$ cat config.mk
export PLATFORM = sky130hd
export DESIGN_NAME = bp_stall_counter_sampler
export DESIGN_NICKNAME = d
export VERILOG_FILES = /design/src/rtl/bp_stall_counter_sampler.sv
export SDC_FILE = /design/constraint.sdc
export NUM_CORES = 2
export LEC_CHECK = 0
export ABC_AREA = 1
export BUFFER_PORTS_ARGS = -buffer_cell sky130_fd_sc_hd__clkbuf_2
export CAP_MARGIN = 20
export CORE_AREA = 2 2 435 437
export CTS_CLUSTER_DIAMETER = 150
export DETAILED_ROUTE_END_ITERATION = 10
export DIE_AREA = 0 0 437 439
export PLACE_DENSITY_LB_ADDON = 0.25
export SLEW_MARGIN = 10
export SYNTH_ARGS = -nofsm -noshare
export SYNTH_HDL_FRONTEND = slang
export SYNTH_SLANG_ARGS = --single-unit
$ cat constraint.sdc
create_clock -name clk_i -period 51.3 [get_ports clk_i]
set_input_delay 7.695 -clock clk_i [delete_from_list [all_inputs] [get_ports clk_i]]
set_output_delay 7.695 -clock clk_i [all_outputs]
set_load 0.01 [all_outputs]
$ cat src/rtl/bp_stall_counter_sampler.sv
// Sampling-window controller for the profiler counter bank.
// Gates/clears the bank, snapshots it per window and drains it as a word stream.
module bp_stall_counter_sampler #(
    parameter int width_p        = 32,
    parameter int num_counters_p = 32,
    parameter int period_width_p = 32
) (
    input  logic                              clk_i,
    input  logic                              reset_i,
    input  logic [period_width_p-1:0]         cfg_period_i,
    input  logic                              cfg_oneshot_i,
    input  logic                              cfg_start_i,
    input  logic                              cfg_stop_i,
    input  logic [num_counters_p*width_p-1:0] counters_i,
    output logic                              en_o,
    output logic                              clear_o,
    output logic [width_p-1:0]                data_o,
    output logic                              v_o,
    input  logic                              ready_i,
    output logic                              busy_o,
    output logic                              overrun_o,
    output logic [width_p-1:0]                dropped_o
);

    localparam logic [1:0] idle_s  = 2'd0;
    localparam logic [1:0] clear_s = 2'd1;
    localparam logic [1:0] count_s = 2'd2;
    localparam logic [1:0] snap_s  = 2'd3;

    localparam int words_lp = num_counters_p + 1;
    localparam int idx_w_lp = $clog2(words_lp);
    localparam logic [idx_w_lp-1:0] last_idx_lp = idx_w_lp'(num_counters_p);

    logic [1:0]                state_r, state_n;
    logic [period_width_p-1:0] timer_r, period_r;
    logic [width_p-1:0]        seq_r, dropped_r;
    logic                      oneshot_r, stop_r, overrun_r, full_r;
    logic [idx_w_lp-1:0]       idx_r;
    logic [width_p-1:0]        shadow_r [words_lp];

    logic snap, xfer, xfer_last, capture, drop, expire, finish;

    assign snap      = (state_r == snap_s);
    assign xfer      = full_r & ready_i;
    assign xfer_last = xfer & (idx_r == last_idx_lp);
    // A snapshot may reuse the buffer when its final word leaves this cycle
    assign capture   = snap & (~full_r | xfer_last);
    assign drop      = snap & ~capture;
    assign expire    = (period_r != '0) && (timer_r == period_width_p'(1));
    assign finish    = stop_r | cfg_stop_i | oneshot_r;

    always_comb begin
        state_n = state_r;
        unique case (state_r)
            idle_s:  if (cfg_start_i) state_n = clear_s;
            clear_s: state_n = count_s;
            count_s: if (expire | cfg_stop_i | stop_r) state_n = snap_s;
            snap_s:  state_n = finish ? idle_s : count_s;
            default: state_n = idle_s;
        endcase
    end

    always_ff @(posedge clk_i or posedge reset_i) begin
        if (reset_i) begin
            state_r   <= idle_s;
            timer_r   <= '0;
            period_r  <= '0;
            seq_r     <= '0;
            dropped_r <= '0;
            oneshot_r <= 1'b0;
            stop_r    <= 1'b0;
            overrun_r <= 1'b0;
        end else begin
            state_r <= state_n;
            if (state_r == idle_s && cfg_start_i) begin
                seq_r     <= '0;
                overrun_r <= 1'b0;
                dropped_r <= '0;
                oneshot_r <= cfg_oneshot_i;
            end
            if (state_r == clear_s || snap) begin
                timer_r  <= cfg_period_i;
                period_r <= cfg_period_i;
            end else if (state_r == count_s && period_r != '0) begin
                timer_r <= timer_r - 1'b1;
            end
            // Any stop while running ends the run after the next snapshot
            if (state_n == idle_s) stop_r <= 1'b0;
            else if (cfg_stop_i && state_r != idle_s) stop_r <= 1'b1;
            if (snap) seq_r <= seq_r + 1'b1;
            if (drop) begin
                overrun_r <= 1'b1;
                if (dropped_r != '1) dropped_r <= dropped_r + 1'b1;
            end
        end
    end

    // Shadow buffer drains by shifting; word 0 is always the one on the bus
    always_ff @(posedge clk_i or posedge reset_i) begin
        if (reset_i) begin
            full_r <= 1'b0;
            idx_r  <= '0;
            for (int k = 0; k < words_lp; k++) shadow_r[k] <= '0;
        end else if (capture) begin
            full_r      <= 1'b1;
            idx_r       <= '0;
            shadow_r[0] <= seq_r;
            for (int k = 0; k < num_counters_p; k++)
                shadow_r[k+1] <= counters_i[k*width_p +: width_p];
        end else if (xfer) begin
            for (int k = 0; k < words_lp - 1; k++) shadow_r[k] <= shadow_r[k+1];
            if (xfer_last) begin
                full_r <= 1'b0;
                idx_r  <= '0;
            end else begin
                idx_r <= idx_r + 1'b1;
            end
        end
    end

    assign en_o      = (state_r == count_s);
    assign clear_o   = (state_r == clear_s) | snap;
    assign v_o       = full_r;
    assign data_o    = shadow_r[0];
    assign busy_o    = (state_r != idle_s) | full_r;
    assign overrun_o = overrun_r;
    assign dropped_o = dropped_r;

endmodule

# == Word-level counts from Yosys, hierarchy flattened ==
# Index checks and enable logic that the tools add are counted.
# classes
eq_ne,6
n_reduce_logical,16
muxes,23
add_sub_neg,4
n_bitwise,13
# op_table
op,n
2-to-1 mux 1024 bit,2
2-to-1 mux 32 bit,7
adder 32 x 1 -> 32 bit (second input constant),2
equality test 32 x 1 -> 1 bit (second input constant),1
!= test 32 bit (second input constant),1
nonzero test 32 bit,1
subtractor 32 x 1 -> 32 bit (second input constant),1
2-to-1 mux 6 bit,3
nonzero test 2 bit,7
case mux 2 bit (4 select lines),1
2-to-1 mux 1 bit,7
OR 1 bit,7
adder 6 x 1 -> 6 bit (second input constant),1
equality test 6 bit (second input constant),1
2-to-1 mux 2 bit,3
AND 1 bit,4
equality test 2 bit (second input constant),2
logical AND 1 bit,4
logical NOT 2 bit,2
equality test 2 x 1 -> 1 bit (second input constant),1
inverter 1 bit,2
AND reduction 2 bit,1
logical OR 1 bit,1
# word_totals
in_bits,1062
wordCells,105
out_inout_bits,69
ff_bits,1196

# == Longest topological paths before layout ==
# depth
depth_word,8
mapped_depth,13
ltp_nobuf,11

# == Least setup slack after synthesis ==
# No wires, ideal clock.
# synth_timing
kind,in2reg
start,input port ready_i
end,register shadow_r (netlist bit data_o[0])
required_time_ns,51.218
setup_time_ns,0.082
arrival_ns,8.855
path_slack_ns,42.363
n_path_buf,3
path_stages,11
cell_sequence,nand2_1 nor3_1 nand2_1 nand2_1 nand2_2 inv_2 buf_4 buf_2 buf_2 nand2_1 a31oi_1
# synth_via
elab_chain_len,5
elab_cells_between_ends,6
classes_between,mux: 1; bitwise: 4; reduce/logical: 1
# synth_rtl
element,line,source
start: declaration,19,"input logic ready_i,"
AND 1 bit *,44,assign xfer = full_r & ready_i;
AND 1 bit,45,assign xfer_last = xfer & (idx_r == last_idx_lp);
OR 1 bit,47,assign capture = snap & (~full_r | xfer_last);
AND 1 bit,47,
2-to-1 mux 1024 bit or nonzero test 2 bit (tied branches),-,
end signal: indexed assignment,109,shadow_r[k+1] <= counters_i[k*width_p +: width_p];
end: declaration,39,logic [width_p-1:0] shadow_r [words_lp];
# Mark *: on every way between the ends. The rest lies on a longest branch, timed or not.
# A chain may end at the register's enable or synchronous reset.

# == Final worst setup path ==
# layout_timing
start,input port ready_i
end,register shadow_r[631] (netlist bit)
# The elaborated chain is that of the path after synthesis.

==> key figures <==
Global routing
  – Total grt overflow: 0
  – Largest net degree at the start of global routing: 228
  – Total GRT Usage: 22.80%
  – Vias in the first global route: 49,890
  – Initial antenna violation count: 105
  – Wire length of the first global-routing pass: 327,900 µm

Timing
  – Tcrit/Tclk final: 23.99%
  – Max-slew violation count: 0
  – Clock Skew: 44.81 ps
  – Slew @ Worst Pin: 1368 ps
  – Worst hold slack: 472.3 ps
  – Normalized max-slew margin: 8.797%
  – Fin crit period: 12,310 ps
  – Endpoints failing setup: 0
  – Final Hold Viols: 0
  – TNS Setup: 0 ps
  – Fmax: 81.26 MHz
  – RSZ-0062 raised after global routing: no

Synth
  – Post-synthesis register bit count: 1,196
  – Register area share after synthesis: 54.06%
  – Synthesized area: 55,360 µm²
  – Syn Nets: 8,005
  – Total number of yosys warnings: 0
  – Post-Syn Instances: 6,937
  – Cell variety after synth: 36
  – Post-synthesis area per instance: 7.980 µm²
  – Primary FF master, synth: dfrtp_1
  – Share of synthesized registers carrying an async set or reset: 100.0%
  – EDFF count, synth: 0

Finish
  – # nets final: 8,824
  – Filler cells: 20,120
  – Commonest non-fill, non-tap cell in the layout: nand2_1
  – Share of cells above drive strength 1: 18.29%
  – Area Overhead vs Synth: 21.67%
  – Reg area: 29,930 µm²
  – Most frequent cells in the layout: nand2_1 (2,547), dfrtp_1 (1,196), nor2_1 (1,152), clkbuf_2 (1,130), a31oi_1 (995)
  – Area of the multi-input gates: 22,380 µm²

Critical path
  – Reg2reg start: state_r[0]
  – Crit path max fanout: 227
  – CP startpoint: ready_i
  – Required @ worst endpoint: 51,920 ps
  – Crit path kind: input port to flip-flop
  – Arr. time, crit path: 12,930 ps
  – Type of destination of the critical path: flip-flop
  – R2R setup slack: 44,320 ps
  – CP Launch Type: input port

Floorplanning
  – Die height: 439 µm
  – Initial Util: 29.60%
  – DIE WIDTH: 437 µm
  – Cell Rows: 159
  – Core Box Area: 187,000 µm²
  – Full die area: 191,800 µm²
  – Boundary Pins: 1,131

Clocking
  – Sink Count: 1,196
  – H-tree Lvls: 4
  – Clk Latency, worst-skew pair: 820 ps
  – TritonCTS Buffers: 144
  – Clk slew on worst S/H paths: 60 ps
  – Clock tree buffer depth: 3
  – Setup repair bufs after CTS: 0
  – Hold-fix buffer count after cts: 0
  – PostCTS Resize Cnt: 0
  – CTS tree: built
  – Clk root buf: clkbuf_16

Detailed routing
  – Pre-antenna DRT Iters: 6
  – Detail Route Antenna Nets: 0
  – DRC: 0
  – WL/cell: 21.64 µm
  – Via count: 51,420
  – Mean number of vias per cell: 4.934
  – DR iter-0 viols: 4,795
  – Drt total wl: 225,500 µm

Placement
  – Post-detail-place hpwl: 167,700 µm
  – Final RePlAce weighted congestion: 0.9164
  – Number of port buffers: 1,130

Pwr
  – P_leak: 0.03154 µW
  – Maximum vdd drop: 30.82 µV
  – Power per cell area: 51.30 nW/µm²

Hold path
  – Hold WC Path Type: flip-flop to flip-flop
  – Hold_sp: period_r[4]

Run status
  – Status: finished clean

Flow run
  – Max_cap viols: 0
==> synthesized netlist by cell type, drive strengths merged (16+ instances only) <==
| cell type | count | area [µm²] |
|---|---|---|
| o211ai | 31 | 232.7 |
| nand4 | 16 | 100.1 |
| nand3 | 155 | 785.8 |
| inv | 145 | 544.3 |
| a31oi | 995 | 6225 |
| nand2 | 2551 | 9590 |
| buf | 396 | 2080 |
| nor2 | 1156 | 4344 |
| nor3 | 30 | 150.1 |
| clkbuf | 122 | 457.9 |
| o21ai | 72 | 360.4 |
| dfrtp | 1196 | 29930 |
==> cell families (layout without fill, tap and decap cells) <==
logic type | after synthesis | count (layout) | synth area share [%]
compound gates | 1122 | 1122 | 12.58
other cells | 0 | 58 | 0
fa+ha+maj | 6 | 6 | 0.1356
buf+inv | 664 | 1595 | 5.573
xor+xnor | 28 | 28 | 0.4430
mux | 1 | 1 | 0.01808
simple gates | 3920 | 3920 | 27.19
flops | 1196 | 1196 | 54.06
==> worst max-delay path: stages <==
cell and delay, ps:
clkbuf_2 80, nand2_1 180, nand2_8 520, buf_12 580, buf_4 790, buf_4 720, buf_4 770, buf_4 850
a31oi_1 230
==> where the power goes <==
group | switching [µW] | internal (µW) | total, µW
clock | 438 | 618 | 1060
sequential | 259 | 1300 | 1560
combinational | 509 | 327 | 836
total | 1210 | 2250 | 3460
==> final timing paths <==
path | to | depth (start not counted)
setup / recovery | shadow_r[631] | 9
hold / removal | period_r[4] | 2
setup reg to reg | shadow_r[631] | 11
hold reg to reg | period_r[4] | 2
max in group asynchronous | shadow_r[456] | 5
min in group asynchronous | shadow_r[639] | 2
==> flip-flops by register name (all words and copies together), names as in the netlist, 2 cells and up <==
name / flops
timer_r: 32
seq_r: 32
dropped_o: 32
idx_r: 6
period_r: 32
shadow_r: 1024
data_o: 32
state_r: 2
==> routing by layer <==
metal	share of wire, %	track usage, %
met5	0.24	0
met4	3.9	10.08
met3	6.4	5.276
met2	49	38.17
met1	40	27.95
==> metrics by stage <==
stage                     total power [µW]  std cells  setup slack (ps)  instance area, µm²  util, %
final                                 3456      10420             38990               67360    36.02
after global routing                  3682      10420             38600               67350    36.02
after CTS                             3495      10360             39170               67030    35.84
after detailed placement              2425      10100             38310               62140    33.23
after global placement                2400      10100             38360               62140    33.23
after floorplan                       2093       6937              9912               55360        -
==> area by class of cell <==
cell class | count | area share [%]
flip-flops and latches | 1196 | 44.43
clock buffers | 214 | 6.367
repair buffers | 1191 | 9.403
inverters | 146 | 0.8359
clock inverters | 44 | 0.8897
multi-input cells | 5077 | 33.22
well taps | 2495 | 4.634
diodes | 58 | 0.2155
Power figures use the tool's default switching activity.
